==> src/rtl/nonarch_pipe_reg.sv <==
// nonarch_pipe_reg: elastic valid/ready register chain of DEPTH stages with bubble collapse.
// Latency: a word accepted at edge N is on o_y with o_valid=1 after edge N+DEPTH-1. Sustains one word per cycle.
// Backpressure: a full chain with i_ready=0 holds every stage. The only combinational input-to-output path is i_ready -> o_ready.
//
// Ports:
//   i_clk, i_rst        clock and synchronous active-high reset
//   i_flush             drops every in-flight word; data registers keep their contents
//   i_valid/o_ready/i_x upstream handshake and data into stage 0
//   o_valid/i_ready/o_y downstream handshake and data from stage DEPTH-1 (o_y comes straight from a register)
//   o_count             number of valid stages, registered
module nonarch_pipe_reg #(
  parameter int                WIDTH     = 32,
  parameter int                DEPTH     = 2,
  parameter logic [WIDTH-1:0]  RESET_VAL = '0
) (
  input  logic                       i_clk,
  input  logic                       i_rst,
  input  logic                       i_flush,
  input  logic                       i_valid,
  output logic                       o_ready,
  input  logic [WIDTH-1:0]           i_x,
  output logic                       o_valid,
  input  logic                       i_ready,
  output logic [WIDTH-1:0]           o_y,
  output logic [$clog2(DEPTH+1)-1:0] o_count
);

  localparam int CW = $clog2(DEPTH+1);

  logic [WIDTH-1:0] data_q [DEPTH];
  logic [WIDTH-1:0] data_d [DEPTH];
  logic [DEPTH-1:0] vld_q;
  logic [DEPTH-1:0] vld_d;
  logic [DEPTH-1:0] adv;    // stage k hands its word to k+1 (or to downstream) this edge
  logic [DEPTH-1:0] load;   // stage k receives a word this edge
  logic [CW-1:0]    cnt_q;
  logic [CW-1:0]    cnt_d;
  logic             accept;

  // The advance chain is resolved from the output end backwards, so a stall at the last stage
  // ripples toward stage 0 only through valid stages. An invalid successor always lets its
  // predecessor move, which is what collapses bubbles regardless of i_ready.
  always_comb begin
    adv = '0;
    adv[DEPTH-1] = vld_q[DEPTH-1] & i_ready;
    for (int k = DEPTH - 2; k >= 0; k--) begin
      adv[k] = vld_q[k] & (~vld_q[k+1] | adv[k+1]);
    end
  end

  assign o_ready = ~vld_q[0] | adv[0];

  // A word offered during a flush is never captured, even though o_ready may be high.
  assign accept = i_valid & o_ready & ~i_flush;

  always_comb begin
    load = '0;
    load[0] = accept;
    for (int k = 1; k < DEPTH; k++) begin
      load[k] = adv[k-1];
    end
  end

  always_comb begin
    vld_d  = vld_q;
    data_d = data_q;
    if (i_flush) begin
      // Only the valid flags are cleared; data registers keep their last contents.
      vld_d = '0;
    end else begin
      // A stage that both hands off and receives in the same edge stays valid.
      vld_d = (vld_q & ~adv) | load;
      if (load[0]) begin
        data_d[0] = i_x;
      end
      for (int k = 1; k < DEPTH; k++) begin
        if (load[k]) begin
          data_d[k] = data_q[k-1];
        end
      end
    end
  end

  // The occupancy is counted from the next-state flags so o_count can be a plain register
  // that always agrees with the flags after the same edge.
  always_comb begin
    cnt_d = '0;
    for (int k = 0; k < DEPTH; k++) begin
      cnt_d = cnt_d + CW'(vld_d[k]);
    end
  end

  always_ff @(posedge i_clk) begin
    if (i_rst) begin
      vld_q <= '0;
      cnt_q <= '0;
      for (int k = 0; k < DEPTH; k++) begin
        data_q[k] <= RESET_VAL;
      end
    end else begin
      vld_q <= vld_d;
      cnt_q <= cnt_d;
      for (int k = 0; k < DEPTH; k++) begin
        data_q[k] <= data_d[k];
      end
    end
  end

  assign o_valid = vld_q[DEPTH-1];
  assign o_y     = data_q[DEPTH-1];
  assign o_count = cnt_q;

endmodule

==> config.mk <==
export PLATFORM = sky130hd
export DESIGN_NAME = nonarch_pipe_reg
export DESIGN_NICKNAME = d
export VERILOG_FILES = /design/src/rtl/nonarch_pipe_reg.sv
export SDC_FILE = /design/constraint.sdc
export NUM_CORES = 1
export LEC_CHECK = 0
export ABC_AREA = 1
export BUFFER_PORTS_ARGS = -buffer_cell sky130_fd_sc_hd__buf_4
export CORE_MARGIN = 4
export CORE_UTILIZATION = 40
export CTS_CLUSTER_DIAMETER = 50
export DETAILED_ROUTE_END_ITERATION = 12
export PLACE_DENSITY_LB_ADDON = 0.15
export SKIP_LAST_GASP = 1
export SLEW_MARGIN = 10
export SYNTH_ARGS = -nofsm -noshare
export SYNTH_HDL_FRONTEND = slang
export SYNTH_SLANG_ARGS = --single-unit
==> constraint.sdc <==
create_clock -name i_clk -period 1.5 [get_ports i_clk]
set_input_delay 0.3 -clock i_clk [delete_from_list [all_inputs] [get_ports i_clk]]
set_output_delay 0.3 -clock i_clk [all_outputs]
set_load 0.1 [all_outputs]
Yosys cells after proc, flatten, opt, wreduce, memory -nomap -nowiden

Cells that the tools add are included.

Bits in registers: 68
Bits of input ports: 37
Word-level logic and storage cells: 20

Bitwise operators: 12
Reduce and logical (&&, ||, !) cells: 2
$add $sub $neg: 1
Muxes and demuxes: 1

Operators with widths:

| kind             | count |
|---|---|
| $and 1x1->1      | 4 |
| $reduce_and 2->1 | 2 |
| $not 1->1        | 3 |
| $add 1x1->2      | 1 |
| $and 2x2->2      | 1 |
| $mux 2           | 1 |
| $not 2->2        | 1 |
| $or 1x1->1       | 2 |
| $or 2x2->2       | 1 |

Depth between registers and ports, before layout

Gate-level depths: netlist of the first run.

Depth in word-level cells: 9
Mapped depth: 9

Worst setup path before layout of the first run

Ideal clock, no wire load.

Path type: reg2reg
Start: register vld_q[1]
End: register data_q[32] (netlist name)
Slack: -0.524 ns
Clock period less this slack: 2.024 ns
Cell stages (with the launch flop): 6
Arrival: 1.909 ns
Library setup time: 0.115 ns
Path through: dfxtp_1 nand3_1 buf_4 buf_2 a21oi_1 nor2_1

Word-level cells in the longest chain between the ends: 7
Elaborated cells between the ends (all ways): 8

RTL lines:

| what                                            | line   | text |
|---|---|---|
| start: declaration                              | 32     | `logic [DEPTH-1:0] vld_q;` |
| start signal: assignment                        | 101    | `vld_q <= vld_d;` |
| $and 1x1->1 / $not 1->1 (equally long branches) | 45, 47 |  |
| $or 1x1->1 (*)                                  | 47     | `adv[k] = vld_q[k] & (~vld_q[k+1] \| adv[k+1]);` |
| $and 1x1->1 (*)                                 | 47     |  |
| $or 1x1->1 (*)                                  | 51     | `assign o_ready = ~vld_q[0] \| adv[0];` |
| net o_ready                                     | 20     | `output logic o_ready,` |
| $and 1x1->1 (*) (2 in a row)                    | 54     | `assign accept = i_valid & o_ready & ~i_flush;` |
| $reduce_and 2->1 (no source line) (*)           | -      |  |
| end signal: indexed assignment                  | 104    | `data_q[k] <= data_d[k];` |
| end: declaration                                | 30     | `logic [WIDTH-1:0] data_q [DEPTH];` |

The timed path passes the listed nets; every way through them passes the cells marked *.
A chain may end at the register's enable or synchronous reset.

Final worst setup path of the first run

Start: register vld_q[0]
End: output o_ready

Word-level cells in the longest chain between the ends: 2
Elaborated cells between the ends (all ways): 3

RTL lines:

| what                                            | line |
|---|---|
| $and 1x1->1 / $not 1->1 (equally long branches) | 47, 51 |
| $or 1x1->1 (*)                                  | 51 |
| end: declaration                                | 20 |

Mark *: on every way between the ends. The rest lies on a longest branch, timed or not.

==> results of run 1 <==
==> worst max-delay path: cells and delay by family (launching register included) <==
family                 cells  cell delay (ns)
buffers and inverters      2             0.37
flip-flops                 1             0.31
AND/OR/NAND/NOR            1             0.11
==> final cells by class <==
| class | count | area (um^2) | share of cell area [%] |
|---|---|---|---|
| Sequential cell | 68 | 1370 | 35.9 |
| Multi-Input combinational cell | 271 | 1260 | 33.2 |
| Timing Repair Buffer | 82 | 657 | 17.3 |
| Inverter | 41 | 154 | 4.05 |
| Clock buffer | 11 | 151 | 3.99 |
| Tap cell | 102 | 128 | 3.36 |
| Clock inverter | 5 | 83.8 | 2.21 |
==> through the flow <==
stage | area (um^2) | setup TNS [ns] | setup slack [ns] | power, W
after detailed placement | 3560 | 0 | 0.0348 | 0.00266
after global routing | 3800 | -0.0241 | -0.0176 | 0.00455
after floorplan | 3210 | 0 | 0.111 | 0.00252
after CTS | 3800 | 0 | 0.0417 | 0.00441
after global placement | 3560 | 0 | 0.0387 | 0.00266
final | 3800 | 0 | 0.0720 | 0.00435
==> state kept, by name, indices dropped and copies added (netlist names) <==
signal / flops
o_y: 32
o_count: 2
vld_q: 2
data_q: 32
==> kinds of logic after synthesis <==
| kind of cell | after synthesis | share of synthesized area [%] |
|---|---|---|
| compound gates | 34 | 5.32 |
| fa+ha+maj | 1 | 0.391 |
| buf+inv | 103 | 18.4 |
| flops | 68 | 42.5 |
| simple gates | 236 | 33.3 |
==> synthesized netlist by cell type <==
cell	instances
a21oi_1	33
buf_4	37
nand3b_1	32
nand3_1	33
dfxtp_1	68
buf_6	6
buf_2	15
ha_1	1
nand2_1	68
nor2_4	2
o21ai_0	1
nor2_1	99
nor2_2	1
clkbuf_1	4
inv_1	41
and2_1	1
==> layout by cell type, fill, tap and decap left out, types with 2 or more instances in the layout <==
cell type / n
a21oi_1: 33
buf_12: 3
buf_4: 78
bufinv_16: 2
clkbuf_8: 11
clkinvlp_4: 2
dfxtp_1: 67
inv_1: 40
nand2_1: 68
nand3_1: 32
nand3b_1: 32
nor2_1: 99
nor2_4: 3
==> power breakdown <==
group,total (W),leakage (nW),internal (W),switching [W]
clock,0.00173,0.112,0.00103,0.000704
combinational,0.000680,1.15,0.000237,0.000443
sequential,0.00193,0.558,0.00189,0.0000407
total,0.00435,1.82,0.00316,0.00119
==> worst paths after layout <==
path / depth (start not counted) / slack, ns / start / to
worst max-delay path: 3 / 0.07 / vld_q[0]$_SDFF_PP0_ / o_ready
worst min-delay path: 2 / 0.14 / i_rst / o_count[1]$_SDFF_PP0_
worst max register to register: 5 / 0.17 / vld_q[1]$_SDFF_PP0_ / o_y[2]$_SDFFE_PP0P_
worst min register to register: 2 / 0.47 / data_q[39]$_SDFFE_PP0P_ / data_q[39]$_SDFFE_PP0P_
==> routing by layer <==
layer	wire length (um)	global-route usage (%)
met2	2930	22.1
met5	0	0
met4	78	5.11
met1	3350	18.4
met3	395	5.38
==> repair_timing <==
item / 4_1_cts / 5_1_grt
buffers inserted: 0 / 0
gates resized for setup: 1 / 0
endpoints found under the setup margin: 1 / 3
hold endpoints to repair: 0 / 0
cloned: 0 / 0
==> results.py, run 1 <==
metrics = {
    "power_and_ir_drop": {
        "irDropWorstVdd_mv": 0.478,
        "p_leak_nw": 1.82,
        "p_per_area_nw_per_um2": 1140,
    },
    "setup_path": {
        "start_kind": "register",
        "path_class": "reg2out",
        "crit_arrival_ns": 1.13,
        "worst_path_max_delay_cell": "dfxtp_1",
        "worstPathCellList": "buf_4 -> nand3_2 -> buf_6",
        "cp_slowest_stage_delay_ns": 0.31,
        "crit_path_max_fanout": 2,
        "end_kind": "primary output",
        "crit_required_ns": 1.20,
    },
    "detailed_routing": {
        "drt-initial-drc-count": 119,
        "drt_pre_antenna_iters": 4,
        "drc": 0,
        "vias": 2632,
        "vias_per_cell": 4.54,
        "wire_per_inst_um": 11.7,
        "antenna_left": 0,
        "drt-total-wl_mm": 6.76,
    },
    "synthesis": {
        "synth.avg_cell_area_um2": 7.24,
        "syn_inst": 442,
        "ys_ff_latch": 68,
        "synth_cell_type_count": 16,
        "yosysWarnings": 0,
        "syn_nets": 480,
        "synth.top_cells.by_area": "dfxtp_1 43%, nor2_1 12%, buf_4 8.7%",
        "synth_top_area_cell": "dfxtp_1",
        "synth_area_um2": 3200,
        "synth-seq-area-share_pct": 42.5,
        "yosys.area.top_type_share_pct": 42.5,
    },
    "sta": {
        "post-route-period-util_pct": 95.2,
        "worst_pin_slew_ns": 0.747,
        "hold_viol": 0,
        "setup_viol_count_final": 0,
        "slew_violations": 0,
        "max_freq_mhz": 700,
        "whs_ns": 0.144,
        "rsz0062_at_grt": "true",
        "relSlewSlack_pct": 50.1,
        "timing.final.crit_period_ns": 1.43,
        "fin_skew_ns": 0.0103,
    },
    "clocking": {
        "path_clk_slew_ns": 0.07,
        "cts_tree": "done",
        "htreeDepth": 3,
        "insertion_delay_ns": 0.34,
        "clock_sinks": 68,
        "clockBufferDepth": 2,
        "holdBufCountCts": 0,
        "root_buffer": "clkbuf_8",
        "numCtsBuffers": 9,
    },
    "grt": {
        "grt_pass1_vias": 2406,
        "grt_max_degree": 65,
        "grtUsageTotal_pct": 14.4,
        "antenna_found_initial": 0,
        "overflow": 0,
        "grt_pass1_wl_mm": 11.3,
    },
    "place": {
        "gp_congestion": 0.721,
        "dp_hpwl_mm": 4.42,
        "io_buffer_count": 72,
        "placed_cells": 564,
    },
    "finish": {
        "synthToLayoutAreaGrowth_pct": 18.7,
        "stdcell_count": 580,
        "nFillCells": 837,
        "n_antenna_cell": 0,
        "final_nets": 511,
        "drive_gt1_share_pct": 21.8,
        "final_util_pct": 48.9,
    },
    "min_path": {
        "hold_path_class": "in2reg",
    },
    "die": {
        "die_w_um": 97.5,
        "die_area_um2": 9500,
        "fp-row-count": 32,
        "die_y_um": 97.5,
        "coreArea_um2": 7770,
        "ioPinCount": 73,
        "start_util_pct": 41.2,
    },
    "status": {
        "outcome": "complete, no violations",
    },
    "run": {
        "cap_viol_max_count": 0,
    },
}
(Power assumes the default switching activity.)
==> inputs of run 2 (changes only) <==
CORE_MARGIN = 2   (was 4)
PLACE_DENSITY_LB_ADDON = default   (was 0.15)
==> results.py, run 2 (synthesized netlist as in run 1, its figures left out) <==
metrics = {
    "die": {
        "die_w_um": 93.5,
        "start_util_pct": 41.4,
        "die_area_um2": 8730,
        "fp-row-count": 32,
        "ioPinCount": 73,
        "die_y_um": 93.5,
        "coreArea_um2": 7730,
    },
    "status": {
        "outcome": "complete, no violations",
    },
    "detailed_routing": {
        "drt-initial-drc-count": 109,
        "drc": 0,
        "drt_pre_antenna_iters": 4,
        "wire_per_inst_um": 11.1,
        "vias_per_cell": 4.53,
        "antenna_left": 0,
        "drt-total-wl_mm": 6.45,
        "vias": 2621,
    },
    "sta": {
        "timing.final.crit_period_ns": 1.43,
        "slew_violations": 0,
        "max_freq_mhz": 701,
        "setup_viol_count_final": 0,
        "worst_slack_ns": 0.0744,
        "relSlewSlack_pct": 50.0,
        "post-route-period-util_pct": 95.0,
        "fin_skew_ns": 0.00647,
        "hold_viol": 0,
        "rsz0062_at_grt": "true",
        "worst_pin_slew_ns": 0.748,
    },
    "clocking": {
        "holdBufCountCts": 0,
        "clockBufferDepth": 2,
        "numCtsBuffers": 9,
        "insertion_delay_ns": 0.34,
        "cts_tree": "done",
        "cts_resized": 0,
        "clock_sinks": 68,
        "htreeDepth": 3,
        "cts_setup_buffers": 0,
        "path_clk_slew_ns": 0.07,
        "root_buffer": "clkbuf_8",
    },
    "power_and_ir_drop": {
        "p_sw_w": 0.00114,
        "p_per_area_nw_per_um2": 1090,
        "share_seq_of_total_power_pct": 47.4,
        "p_leak_nw": 1.80,
        "p_int_w": 0.00294,
        "irDropWorstVdd_mv": 0.514,
        "pwr-share-clk_pct": 36.1,
        "comb_power_share_pct": 16.5,
        "p_sw_share_pct": 28.0,
    },
    "setup_path": {
        "crit_required_ns": 1.20,
        "path_class": "reg2out",
        "end_kind": "primary output",
        "crit_path_max_fanout": 4,
        "crit_arrival_ns": 1.13,
        "start_kind": "register",
    },
    "place": {
        "placed_cells": 563,
        "dp_hpwl_mm": 4.24,
        "io_buffer_count": 72,
        "dp_slack_ns": 0.0343,
        "gp_congestion": 0.753,
        "place_area_um2": 3550,
    },
    "grt": {
        "overflow": 0,
        "grt_pass1_vias": 2444,
        "grt_max_degree": 65,
        "antenna_found_initial": 0,
        "grtUsageTotal_pct": 15.5,
        "grt_pass1_wl_mm": 10.9,
    },
    "finish": {
        "drive_gt1_share_pct": 21.2,
        "stdcell_count": 579,
        "multi_input_area_um2": 1260,
        "regArea_um2": 1370,
        "n_antenna_cell": 0,
        "final_nets": 510,
        "layout_common_cells": "99 x nor2_1, 78 x buf_4, 68 x nand2_1, 67 x dfxtp_1, 40 x inv_1",
        "stdcell_area_um2": 3750,
        "synthToLayoutAreaGrowth_pct": 17.0,
        "nFillCells": 820,
        "final_common_cell": "nor2_1",
    },
    "run": {
        "cap_viol_max_count": 0,
    },
    "min_path": {
        "hold_path_class": "in2reg",
    },
}
-- run 2: cell types whose count changed in the layout (fill, tap and decap cells not counted) --
cell / previous run / this run
clkbuf_1: 0 / 2
clkbuf_8: 11 / 10
bufinv_16: 2 / 1
clkinvlp_4: 2 / 0
clkinv_2: 0 / 2
buf_6: 1 / 0
-- run 2: final timing paths --
check                     startpoint                      end  slack [ns]  cells after the start
max              vld_q[1]$_SDFF_PP0_                  o_ready        0.07                      2
min                            i_rst      vld_q[0]$_SDFF_PP0_        0.15                      2
max reg2reg      vld_q[1]$_SDFF_PP0_      o_y[1]$_SDFFE_PP0P_        0.14                      5
min reg2reg  data_q[43]$_SDFFE_PP0P_  data_q[43]$_SDFFE_PP0P_        0.47                      2
-- run 2: area by class of cell --
class / instances / share of cell area (%)
clock buffers: 12 / 3.87
clock inverters: 4 / 1.30
inverters: 41 / 4.11
repair buffers: 81 / 17.2
multi-input cells: 271 / 33.6
well taps: 102 / 3.41
flip-flops and latches: 68 / 36.4
-- run 2: critical path, cell delays in order (launching register included) --
cell     delay (ns)
dfxtp_4        0.36
nand3_2        0.12
buf_4          0.31
-- run 2: stage by stage --
step	utilization (%)	total power (W)	hold WS, ns	TNS, ns
after floorplan	-	0.00252	0.369	0
after global placement	46.0	0.00265	0.452	0
after CTS	48.5	0.00414	0.132	0
after detailed placement	46.0	0.00266	0.460	0
final	48.5	0.00408	0.148	0
after global routing	48.5	0.00428	0.141	-0.0697
-- run 2: per-layer routing --
metal  GRT usage, %  up-vias  share of wire [%]
met2           24.5       53                 45
met1           20.6     1167                 49
met4           5.88        0               0.98
met3           3.63        6                4.3
met5              0        -                  0
li1               -     1395                  -
-- run 2: power by group through the flow --
stage / Clock, W / Sequential [W] / Combinational (W)
finish: 0.00148 / 0.00194 / 0.000672
CTS: 0.00152 / 0.00194 / 0.000680
global route: 0.00160 / 0.00195 / 0.000733
global placement: 0 / 0.00198 / 0.000675
floorplan: 0 / 0.00198 / 0.000541
detailed placement: 0 / 0.00198 / 0.000680
==> inputs of run 3 (changes only) <==
CORE_ASPECT_RATIO = 2   (was default)
==> results.py, run 3 (synthesized netlist as in run 1, its figures left out) <==
metrics = {
    "sta": {
        "tns_ns": 0,
        "slew_violations": 0,
        "worst_slack_ns": 0.0675,
        "relSlewSlack_pct": 49.8,
        "fin_skew_ns": 0.00357,
        "setup_viol_count_final": 0,
        "hold_viol": 0,
        "max_freq_mhz": 698,
        "rsz0062_at_grt": "true",
        "whs_ns": 0.161,
        "worst_pin_slew_ns": 0.752,
        "post-route-period-util_pct": 95.5,
        "timing.final.crit_period_ns": 1.43,
    },
    "power_and_ir_drop": {
        "p_per_area_nw_per_um2": 1190,
        "p_int_w": 0.00342,
        "comb_power_share_pct": 14.6,
        "irDropWorstVdd_mv": 0.664,
        "p_sw_share_pct": 25.7,
        "share_seq_of_total_power_pct": 42.2,
        "p_leak_nw": 1.86,
        "pwr-share-clk_pct": 43.2,
        "p_sw_w": 0.00118,
    },
    "place": {
        "dp_hpwl_mm": 4.11,
        "io_buffer_count": 72,
        "gp_congestion": 0.721,
        "place_area_um2": 3560,
        "dp_slack_ns": -0.00391,
    },
    "clocking": {
        "clockBufferDepth": 2,
        "cts_tree": "done",
        "clock_sinks": 68,
        "path_clk_slew_ns": 0.05,
        "insertion_delay_ns": 0.33,
        "htreeDepth": 3,
        "cts_setup_buffers": 0,
        "numCtsBuffers": 9,
        "cts_resized": 0,
        "holdBufCountCts": 0,
        "root_buffer": "clkbuf_16",
    },
    "min_path": {
        "hold_path_depth": 2,
        "min-delay-start": "i_rst",
        "hold_path_class": "in2reg",
        "hold_path_end": "o_count[0]$_SDFF_PP0_",
    },
    "setup_path": {
        "worst_r2r_path_depth": 4,
        "r2r-end": "o_y[2]$_SDFFE_PP0P_",
        "crit_arrival_ns": 1.69,
        "end_kind": "register",
        "path_class": "reg2reg",
        "crit_required_ns": 1.76,
        "setup.worst_path.start": "vld_q[0]$_SDFF_PP0_",
        "reg2reg_slack_ns": 0.07,
        "start_kind": "register",
        "timing.rr.start": "vld_q[0]$_SDFF_PP0_",
        "crit_path_max_fanout": 16,
    },
    "die": {
        "start_util_pct": 40.9,
        "fp-row-count": 46,
        "coreArea_um2": 7830,
        "ioPinCount": 73,
        "die_area_um2": 8780,
        "die_w_um": 67.3,
        "die_y_um": 131,
    },
    "grt": {
        "overflow": 0,
        "grt_pass1_wl_mm": 10.4,
        "grt_max_degree": 49,
        "grt_pass1_vias": 2320,
        "antenna_found_initial": 0,
        "grtUsageTotal_pct": 15.5,
    },
    "detailed_routing": {
        "antenna_left": 0,
        "vias": 2604,
        "drt_pre_antenna_iters": 4,
        "drc": 0,
        "drt-initial-drc-count": 128,
        "vias_per_cell": 4.53,
        "drt-total-wl_mm": 6.48,
        "wire_per_inst_um": 11.3,
    },
    "finish": {
        "nFillCells": 843,
        "final_nets": 513,
        "final_common_cell": "nor2_1",
        "layout_common_cells": "99 x nor2_1, 80 x buf_4, 68 x nand2_1, 67 x dfxtp_1, 40 x inv_1",
        "drive_gt1_share_pct": 21.7,
        "regArea_um2": 1370,
        "n_antenna_cell": 0,
        "multi_input_area_um2": 1270,
        "stdcell_area_um2": 3850,
        "synthToLayoutAreaGrowth_pct": 20.4,
    },
    "status": {
        "outcome": "complete, no violations",
    },
    "run": {
        "cap_viol_max_count": 0,
    },
}
==> run 3: layout make-up <==
cell class,instances,share of cell area (%)
Multi-Input combinational cell,272,32.8
Timing Repair Buffer,83,17.1
Inverter,41,3.99
Clock buffer,14,7.37
Clock inverter,1,0.130
Tap cell,96,3.12
Sequential cell,68,35.4
==> run 3: stage by stage <==
step / cells / utilization, % / total power, W
floorplan: 442 / - / 0.00252
global placement: 559 / 45.5 / 0.00265
detailed placement: 559 / 45.5 / 0.00265
CTS: 574 / 49.2 / 0.00467
global route: 575 / 49.2 / 0.00479
finish: 575 / 49.2 / 0.00460
==> run 3: worst max-delay path by stage <==
| stage | slack, ns | cells past startpoint | end |
|---|---|---|---|
| after floorplan | 0.11 | 5 | data_q[32]$_SDFFE_PP0P_ |
| after global placement | 0.05 | 6 | o_y[18]$_SDFFE_PP0P_ |
| after detailed placement | -0.004 | 6 | o_y[27]$_SDFFE_PP0P_ |
| after CTS | 0.04 | 4 | o_y[27]$_SDFFE_PP0P_ |
| after global routing | -0.04 | 4 | o_y[6]$_SDFFE_PP0P_ |
| final | 0.07 | 4 | o_y[2]$_SDFFE_PP0P_ |
==> run 3: routing by layer <==
layer	share of wire (%)	up-vias	global-route usage [%]
met4	2.1	0	8.04
met1	48	1118	19.4
met2	45	66	23.6
met5	0	-	0
li1	-	1409	-
met3	5.8	11	4.88
==> run 3: power by group through the flow <==
stage | Clock [W] | Sequential, W | Combinational (W)
2_1_floorplan | 0 | 0.00198 | 0.000541
3_3_place_gp | 0 | 0.00198 | 0.000675
3_5_place_dp | 0 | 0.00198 | 0.000678
4_1_cts | 0.00205 | 0.00194 | 0.000678
5_1_grt | 0.00211 | 0.00195 | 0.000739
6_report | 0.00199 | 0.00194 | 0.000673
==> run 3: critical path, stage by stage (launching register included) <==
cell,delay [ns]
dfxtp_1,0.37
nand2_1,0.17
nor2_2,0.62
nor2_1,0.08
nor2_1,0.12
